<file path="src/rtl/pipe_latch.sv">
// Elastic DEPTH-stage valid/ready pipeline register; a word needs DEPTH-1 edges from stage 0 to out.
// Backpressure: each stage stalls only when it and every stage after it are full and out_ready=0.
module pipe_latch #(
  parameter int WIDTH = 8,
  parameter int DEPTH = 2,
  localparam int CW = $clog2(DEPTH + 1)
) (
  input  logic             clk,
  input  logic             reset,
  input  logic             flush,
  input  logic [WIDTH-1:0] in,
  input  logic             in_valid,
  output logic             in_ready,
  output logic [WIDTH-1:0] out,
  output logic             out_valid,
  input  logic             out_ready,
  output logic [CW-1:0]    count
);

  logic [WIDTH-1:0] d_q [DEPTH];
  logic [WIDTH-1:0] d_d [DEPTH];
  logic [DEPTH-1:0] v_q;
  logic [DEPTH-1:0] v_d;
  logic [DEPTH-1:0] en;
  logic             accept;

  // Stall propagates upstream only through a contiguous run of full stages.
  always_comb begin
    logic stall;
    en    = '0;
    stall = !out_ready;
    for (int i = DEPTH - 1; i >= 0; i--) begin
      stall = stall & v_q[i];
      en[i] = !stall;
    end
  end

  assign in_ready = en[0] & !flush & reset;
  assign accept   = in_valid & in_ready;

  always_comb begin
    v_d = v_q;
    d_d = d_q;
    if (flush) begin
      v_d = '0;
    end else begin
      if (en[0]) begin
        v_d[0] = accept;
        if (accept) d_d[0] = in;
      end
      for (int i = 1; i < DEPTH; i++) begin
        if (en[i]) begin
          v_d[i] = v_q[i-1];
          if (v_q[i-1]) d_d[i] = d_q[i-1];
        end
      end
    end
  end

  always_ff @(posedge clk or negedge reset) begin
    if (!reset) begin
      v_q <= '0;
      d_q <= '{default: '0};
    end else begin
      v_q <= v_d;
      d_q <= d_d;
    end
  end

  assign out       = d_q[DEPTH-1];
  assign out_valid = v_q[DEPTH-1];
  assign count     = CW'($countones(v_q));

endmodule
</file>
<file path="config.mk">
export PLATFORM = sky130hd
export DESIGN_NAME = pipe_latch
export DESIGN_NICKNAME = d
export VERILOG_FILES = /design/src/rtl/pipe_latch.sv
export SDC_FILE = /design/constraint.sdc
export NUM_CORES = 1
export LEC_CHECK = 0
export CORE_MARGIN = 2
export CORE_UTILIZATION = 45
export DETAILED_ROUTE_END_ITERATION = 8
export PLACE_DENSITY_LB_ADDON = 0.2
export SLEW_MARGIN = 20
export SYNTH_ARGS = -nofsm -noshare
export SYNTH_HDL_FRONTEND = slang
export SYNTH_SLANG_ARGS = --single-unit
</file>
<file path="constraint.sdc">
create_clock -name clk -period 2.7 [get_ports clk]
set_clock_uncertainty 0.15 [all_clocks]
set_input_delay 0.27 -clock clk [delete_from_list [all_inputs] [get_ports clk]]
set_output_delay 0.27 -clock clk [all_outputs]
set_load 0.02 [all_outputs]
</file>
==> results of run 1 <==
-- layout by cell type, fill, tap and decap left out --
cell type / synthesis / routed
and3b_2: 1 / 1
and4b_1: 1 / 1
buf_4: 8 / 1
clkbuf_4: 0 / 3
clkbuf_8: 0 / 1
clkdlybuf4s50_1: 0 / 24
dfrtp_1: 18 / 18
ha_1: 1 / 1
mux2_2: 8 / 8
mux2_4: 8 / 8
nand3b_1: 1 / 1
nor2_1: 2 / 2
nor2b_4: 1 / 1
nor3b_4: 1 / 1
o21bai_1: 1 / 1
-- stage by stage --
step / total power [W] / util / worst slack, ns / instance area (µm²) / instances
2_1_floorplan: 0.000566 / - / 1.11 / 820 / 52
3_3_place_gp: 0.000628 / 0.595 / 0.573 / 1030 / 93
3_5_place_dp: 0.000632 / 0.595 / 0.523 / 1030 / 93
4_1_cts: 0.000795 / 0.616 / 0.547 / 1060 / 97
5_1_grt: 0.000833 / 0.616 / 0.498 / 1060 / 97
6_report: 0.000783 / 0.616 / 0.553 / 1060 / 97
-- per-layer routing --
metal / part of all wire / vias up
met3: 0.060 / 4
li1: - / 210
met2: 0.49 / 15
met1: 0.42 / 218
met4: 0.027 / 0
met5: 0 / -
-- critical path: stages --
cell	delay [ns]
clkdlybuf4s50_1	0.51
nand3b_1	0.16
and3b_2	0.18
clkdlybuf4s50_1	0.60
-- state kept, by name, summed over array words and instances, names as in the netlist --
signal / cells
d_q: 8
out: 8
v_q: 2
-- cells by family after synthesis --
logic type                 count (synthesis)  share of synthesized area
AOI/OAI and AO/OA                          1                    0.00916
buffers and inverters                      9                     0.0870
adders and majority gates                  1                     0.0153
and+or+nand+nor                            7                     0.0824
DFF                                       18                      0.550
muxes                                     16                      0.256
-- power by group through the flow --
stage	Combinational, W	Clock (W)	Sequential (W)
5_1_grt	0.000276	0.000180	0.000378
6_report	0.000256	0.000160	0.000367
3_5_place_dp	0.000260	0	0.000372
3_3_place_gp	0.000257	0	0.000371
4_1_cts	0.000260	0.000166	0.000369
2_1_floorplan	0.000202	0	0.000365
-- final timing paths --
check | startpoint | endpoint | slack, ns | depth (start not counted)
min reg2reg | out[0] | out[0] | 0.36 | 1
max | out_ready | in_ready | 0.55 | 4
max reg2reg | v_q[1] | d_q[9] | 0.95 | 3
min | reset | d_q[9] | 0.21 | 2
max in group asynchronous | reset | out[2] | 2.01 | 2
min in group clk | out[0] | out[0] | 0.36 | 1
-- cell usage after synthesis --
library cell	instances
and4b_1	1
mux2_2	8
ha_1	1
nand3b_1	1
buf_4	8
mux2_4	8
dfrtp_1	18
buf_6	1
nor2_1	2
and3b_2	1
nor2b_4	1
o21bai_1	1
nor3b_4	1
-- area by class of cell --
type / instances / area share
clock buffers: 4 / 0.0341
repair buffers: 25 / 0.233
multi-input cells: 25 / 0.280
flip-flops and latches: 18 / 0.424
well taps: 25 / 0.0294
==> results.md, run 1 <==
* Status: finished, final reports clean
* Dpl hpwl at 885 µm
* CTS root buf: clkbuf_4
* Die ar. at between 2000 and 2500 µm²
* Number of global-route vias before repair at 457
* I/O Buffers at 24
* Initial Util at 0.475
* Site Rows at 15
* Synth area leaders: dfrtp_1 (55%), mux2_4 (15%), mux2_2 (11%)
* Setup tns final at 0 ns
* Met2 Resource Use GR at 0.214
* Via count at ~450
* WHS at between 0.2 and 0.25 ns
* # diodes at 0
* Gr ovfl total at 0
* Post-CTS Setup Inserts at 0
* Cells after synthesis at 52
* Wire per inst at approximately 12 µm
* Worst EP arrival at about 1.7 ns
* Nets at 87
* Die height at approximately 47 µm
* Largest net degree at the start of global routing at 19
* CTS Hold Bufs at 0
* Met3 Use GR at 0.0471
* Inserted Clock Buffers at 3
* Seq/Total Area, Yosys at 0.550
* I/O pin cnt at 25
* Final WL at around 1.2 mm
* Fill count at 147
* Yosys top cell by area: dfrtp_1
* Sw frac at 0.269
* Fin. max-slew vios at 0
* Initial antenna violation count at 0
* Hold/Removal Path Class: primary input to asynchronous set/reset pin
* Post-cts repair resize count at 0
* Via density at about 4.6
* Sequential Area at 450 µm²
* Final period utilization at 0.795
* TritonCTS clock tree: done
* Clk_lat worst skew at a little under 0.3 ns
* Power density over the cells at 736 nW/µm²
* Count of cell types in the netlist at 13
* RSZ-0062 raised after global routing: no
* GRT busiest layer: met2
* Reg power frac at 0.469
* LEAKAGE at 0.460 nW
* Comb pwr share at 0.327
* Clock Sinks at 18
* Clock Tree Buf Depth at 2
* Tot GR Track Use at 0.150
* Share of the synthesized area in the top cell type at 0.550
* Initial DRC count at 0
* Syn-to-layout area delta at 29.8%
* Worst-Margin Slew at 0.566 ns
* Critical Path Start Type: primary input
* Endpoints failing setup at 0
* Die W at between 40 and 50 µm
* Fmax at 466 MHz
* Max rail drop VDD at 0.441 mV
* Slew HR at 0.623
* CP Class: primary input to output port
* Internal at 0.000572 W
* Final GP Congestion at 0.631
* Mapped Area at 820 µm²
* Drt first pass iters at 1
* H-tree levels at 1
* CTS clk-pin slew, worst paths at around 0.090 ns
* Area of the multi-input gates at approximately 300 µm²
* Required time of the critical path at 2.28 ns
* Layout cells sized above 1 at 0.333
* Syn_nets at 66
* Seq cells post-synth at 18
* Crit. End Element: output port
* Switching power at 0.000211 W
* Worst-path maximum fanout at 3
* Post-layout minimum cycle time at 2.15 ns
* DRT antenna net count at 0
* First-pass GRT wire length at 2.10 mm
* Max cap viols at 0
* Met1 Usage GRT at 0.195
* DR DRC count at 0
* Final Hold Vio Count at 0
* Core area at 1730 µm²
* Mean post-synth cell area at roughly 16 µm²
* Ys Warns at 0
* Clock share of power at 0.204
(Power assumes the default switching activity.)
==> inputs of run 2 (changes only) <==
- CORE_UTILIZATION: 45 -> 40
- clock period: 2.7 -> 1.8 ns (I/O delays scaled with it)
==> results.md, run 2 (synthesis results as in run 1) <==
* Status: finished, final reports clean
* Worst-path cell chain: clkdlybuf4s50_1 > nand3b_1 > and3b_2 > dlygate4sd2_1
* Wire per inst at 11.8 µm (-5.3%)
* LEAKAGE at 0.514 nW (+12%)
* Worst EP arrival at 1.37 ns (-0.36 ns)
* I/O Buffers at 24 (unchanged)
* Via density at 4.49 (-2.6%)
* First-pass GRT wire length at 2.04 mm (-2.9%)
* TritonCTS clock tree: done
* Layout cells sized above 1 at 0.377 (+0.0433)
* Core area at 1940 µm² (+12%)
* Most frequent cells in the layout: clkdlybuf4s50_1 (21), dfrtp_1 (18), mux2_4 (8), mux2_2 (8), buf_4 (5)
* Slew HR at 0.850 (+0.228)
* Worst Path Buf+Inv at 2 (unchanged)
* # diodes at 0 (unchanged)
* I/O pin cnt at 25 (unchanged)
* DR DRC count at 0 (unchanged)
* Largest net degree at the start of global routing at 19 (unchanged)
* Initial DRC count at 1 (+1)
* Clock Tree Buf Depth at 2 (unchanged)
* Initial antenna violation count at 0 (unchanged)
* Setup tns final at 0 ns (unchanged)
* Clock share of power at 0.205 (about the same)
* RSZ-0062 raised after global routing: no
* Number of global-route vias before repair at 466 (+2.0%)
* Commonest non-fill, non-tap cell in the layout: clkdlybuf4s50_1
* Final period utilization at 0.946
* Final Power at 0.00119 W (+52%)
* CTS root buf: clkbuf_4
* CP Class: primary input to output port
* Switching power at 0.000324 W (+53%)
* Nets at 92 (+5.7%)
* Worst-Margin Slew at 0.225 ns (-0.341 ns)
* Slowest cell delay on critical path at 0.45 ns (-0.15 ns)
* Fill count at 172 (+17%)
* Internal at 0.000863 W (+51%)
* H-tree levels at 1 (unchanged)
* Post-layout minimum cycle time at 1.70 ns
* Clock Sinks at 18 (unchanged)
* Clk_lat worst skew at 0.28 ns (about the same)
* Site Rows at 16 (+1)
* Fin. max-slew vios at 0 (unchanged)
* Hold/Removal Path Class: primary input to asynchronous set/reset pin
* Endpoints failing setup at 0 (unchanged)
* Final GP Congestion at 0.692 (+9.6%)
* Via count at 467 (+4.5%)
* Final WL at 1.23 mm (+1.6%)
* Drt first pass iters at 2 (+1)
* Gr ovfl total at 0 (unchanged)
* Layout Utilization at 0.575 (-0.0412)
* Inserted Clock Buffers at 3 (unchanged)
* Post-CTS Setup Inserts at 0 (unchanged)
* CTS Hold Bufs at 0 (unchanged)
* Reg power frac at 0.464 (-0.005)
* Comb pwr share at 0.331 (+0.004)
* Initial Util at 0.422 (-0.0526)
* Slowest library cell on the worst path: clkdlybuf4s50_1
* Top cell family by delay on the critical path: buffers and inverters
* Die height at 49.3 µm (+5.5%)
* CP startpoint: out_ready
* Worst-path maximum fanout at 3 (unchanged)
* Dpl hpwl at 940 µm (+6.1%)
* Die ar. at 2430 µm² (+11%)
* Tot GR Track Use at 0.112 (-0.0384)
* RR Startpoint: v_q[1]
* Sw frac at 0.273 (+0.00326)
* Crit. End Element: output port
* Syn-to-layout area delta at 36.2%
* Required time of the critical path at 1.47 ns (-0.81 ns)
* DRT antenna net count at 0 (unchanged)
* Fmax at a little under 600 MHz
* CTS clk-pin slew, worst paths at 0.10 ns (about the same)
* Critical Path Start Type: primary input
* Max rail drop VDD at 0.631 mV (+43%)
* Final Hold Vio Count at 0 (unchanged)
* Power density over the cells at 1060 nW/µm² (+44%)
* Die W at 49.3 µm (+5.5%)
* Max cap viols at 0 (unchanged)
[run 2: tightest hold or removal path: cells and delay by family]
family | cells | cell delay, ns
buf+inv | 3 | 0.83
[run 2: layout make-up]
class	instances	area, µm²	share of cell area
clock buffers	4	36.3	0.0325
flip-flops and latches	18	450	0.404
multi-input cells	25	298	0.267
repair buffers	30	298	0.267
well taps	27	33.8	0.0303
[run 2: power by group through the flow]
| stage | clock network (W) | registers (W) | logic [W] |
|---|---|---|---|
| floorplan | 0 | 0.000547 | 0.000303 |
| global placement | 0 | 0.000558 | 0.000394 |
| detailed placement | 0 | 0.000560 | 0.000399 |
| CTS | 0.000251 | 0.000554 | 0.000398 |
| global route | 0.000270 | 0.000564 | 0.000414 |
| finish | 0.000243 | 0.000551 | 0.000393 |
[run 2: timing repair]
item,in CTS,in global routing
gates cloned,0,0
gates resized for setup,2,1
setup endpoints to repair,2,1
[run 2: stage by stage]
stage	hold slack, ns	instances	instance area [µm²]	setup WS [ns]
global placement	0.340	100	1080	-0.158
finish	0.186	104	1120	0.0976
global route	0.190	104	1120	0.0563
floorplan	-0.266	52	820	0.214
detailed placement	0.340	100	1080	-0.158
CTS	0.190	104	1110	0.0105
[run 2: worst paths after layout]
kind	end	slack [ns]	cells past startpoint
setup / recovery	in_ready	0.1	4
hold / removal	d_q[14]	0.19	3
setup reg to reg	d_q[8]	0.28	4
hold reg to reg	out[0]	0.36	1
max in group asynchronous	out[0]	1.12	3
min in group clk	d_q[14]	0.35	2
[run 2: routing by layer]
layer	vias to the layer above	GRT usage	routed length [µm]
met5	-	0	0
met2	9	0.180	640
li1	224	-	-
met1	234	0.139	551
met4	0	0.0571	0
met3	0	0.0276	35
==> inputs of run 3 (changes only) <==
--- a/constraint.sdc
+++ b/constraint.sdc
@@ -4,2 +4,2 @@
 set_output_delay 0.18 -clock clk [all_outputs]
-set_load 0.02 [all_outputs]
+set_load 0.005 [all_outputs]
==> results.md, run 3 (synthesis results as in run 1) <==
* Hold/Removal Path Class: primary input to asynchronous set/reset pin
* Worst-path maximum fanout at 4 (+1)
* Area of the multi-input gates at 299 µm² (+0.42%)
* RSZ-0062 raised after global routing: no
* Status: finished, final reports clean
* Post-layout minimum cycle time at 1.72 ns (+0.0146 ns)
* Final WL at 1.27 mm (+3.4%)
* Die height at 49.3 µm (unchanged)
* Top cell family by delay on the critical path: flip-flops
* Nets at 95 (+3.3%)
* Tot GR Track Use at 0.114 (+0.00182)
* Area post-placement at 1060 µm² (-1.9%)
* Layout cells sized above 1 at 0.413 (+0.0359)
* Clock share of power at 0.220 (+0.015)
* Met3 Use GR at 0.0276 (unchanged)
* Max cap viols at 0 (unchanged)
* H-tree levels at 1 (unchanged)
* Final WS setup at 0.0830 ns (-0.0146 ns)
* Clk_lat worst skew at 0.28 ns (about the same)
* DRT antenna net count at 0 (unchanged)
* Worst Path Buf+Inv at 2 (unchanged)
* Worst EP arrival at 1.39 ns (+0.02 ns)
* Setup tns final at 0 ns (unchanged)
* Worst-path cell chain: nand3b_1 > buf_4 > and3b_2 > dlygate4sd2_1
* WHS at 0.106 ns (-0.0800 ns)
* Largest net degree at the start of global routing at 19 (unchanged)
* Site Rows at 16 (unchanged)
* Inserted Clock Buffers at 3 (unchanged)
* Switching power at 0.000245 W (-24%)
* RR Startpoint: v_q[0]
* Via density at 4.45 (-0.93%)
* Die ar. at 2430 µm² (unchanged)
* Initial Util at 0.422 (unchanged)
* I/O pin cnt at 25 (unchanged)
* Wire per inst at 11.9 µm (+0.53%)
* Comb pwr share at 0.282 (-0.049)
* I/O Buffers at 24 (unchanged)
* Syn-to-layout area delta at 38.3%
* Clock Sinks at 18 (unchanged)
* Via count at 476 (+1.9%)
* Endpoints failing setup at 0 (unchanged)
* Core area at 1940 µm² (unchanged)
* Commonest non-fill, non-tap cell in the layout: clkdlybuf4s50_1
* LEAKAGE at 0.527 nW (+2.5%)
* Clock Tree Buf Depth at 2 (unchanged)
* Met2 Resource Use GR at 0.194 (+0.0135)
* Slowest cell delay on critical path at 0.41 ns (-0.04 ns)
* Dpl hpwl at 966 µm (+2.8%)
* Fill count at 169 (-1.7%)
* Max rail drop VDD at 0.544 mV (-14%)
* Final period utilization at 0.954 (+0.00811)
* Layout Utilization at 0.584 (+0.00902)
* DR DRC count at 0 (unchanged)
* Initial antenna violation count at 0 (unchanged)
* GRT busiest layer: met2
* Reg power frac at 0.498 (+0.034)
* Critical Path Start Type: flip-flop
* Initial DRC count at 5 (+4)
* Fmax at 582 MHz (-0.85%)
* # diodes at 0 (unchanged)
* Worst-Margin Slew at 0.222 ns (-0.00241 ns)
* Final Hold Vio Count at 0 (unchanged)
* CP Class: flip-flop to output port
* Most frequent cells in the layout: clkdlybuf4s50_1 (20), dfrtp_1 (18), mux2_4 (8), mux2_2 (8), buf_4 (7)
* Met1 Usage GRT at 0.138 (-0.000547)
* CTS clk-pin slew, worst paths at 0.10 ns (about the same)
* Pre-CTS setup slack at -0.0566 ns (+0.101 ns)
* Final GP Congestion at 0.697 (+0.80%)
* Sw frac at 0.222 (-0.0511)
* Number of global-route vias before repair at 477 (+2.4%)
* Gr ovfl total at 0 (unchanged)
* Slew HR at 0.851 (+0.00114)
* CP startpoint: v_q[0]
* Final Instance Area at 1130 µm² (+1.6%)
* CTS root buf: clkbuf_4
* Die W at 49.3 µm (unchanged)
* Slowest library cell on the worst path: dfrtp_1
* TritonCTS clock tree: done
* First-pass GRT wire length at 2.12 mm (+3.7%)
* Drt first pass iters at 2 (unchanged)
* Required time of the critical path at 1.47 ns (about the same)
* Fin. max-slew vios at 0 (unchanged)
* Crit. End Element: output port
* Power density over the cells at 974 nW/µm² (-8.4%)
* Internal at 0.000859 W (-0.43%)
* Sequential Area at 450 µm² (unchanged)
## run 3: cell count changes in the layout (fill, tap and decap cells not counted)
cell             delta
and4b_1             -1
and4b_2             +1
buf_12              -1
buf_4               +2
buf_6               +2
clkdlybuf4s50_1     -1
dlygate4sd2_1       +1
## run 3: timing repair
action,4_1_cts,5_1_grt
buffers inserted,3,2
resized for setup,4,3
pin swaps,1,1
hold buffers,0,0
endpoints found under the setup margin,2,8
## run 3: through the flow
stage,instances,power [W]
after global routing,107,0.00116
after global placement,99,0.000868
final,107,0.00110
after CTS,106,0.00111
after floorplan,52,0.000765
after detailed placement,99,0.000875
## run 3: per-layer routing
metal / up-vias / wire, µm / part of all wire
li1: 229 / - / -
met1: 236 / 557 / 0.44
met2: 9 / 655 / 0.52
met3: 2 / 39 / 0.031
met4: 0 / 14 / 0.011
met5: - / 0 / 0
## run 3: worst register-to-register path, stage by stage, from the launching register on
cell and delay, ns:
dfrtp_1 0.41, nand3b_1 0.12, buf_4 0.15, buf_4 0.12, and4b_2 0.22, buf_6 0.14, mux2_4 0.29
## run 3: power groups by stage
stage               logic [W]  clock network, W  registers, W
global route         0.000335          0.000265      0.000561
floorplan            0.000219                 0      0.000546
finish               0.000312          0.000243      0.000549
CTS                  0.000315          0.000247      0.000553
global placement     0.000309                 0      0.000558
detailed placement   0.000316                 0      0.000560
## run 3: layout make-up
type,count,share of cell area
timing repair buffer,33,0.277
sequential,18,0.397
tap,27,0.0298
clock buffer,4,0.0320
multi-input combinational,25,0.264
## run 3: worst paths after layout
path                            end  slack (ns)  cells after the start
max                        in_ready        0.08                      4
min                          v_q[0]        0.11                      2
max reg2reg                 d_q[15]        0.09                      6
min reg2reg                  out[5]        0.36                      1
max in group asynchronous    d_q[8]        1.20                      2
min in group clk             v_q[1]        0.22                      4
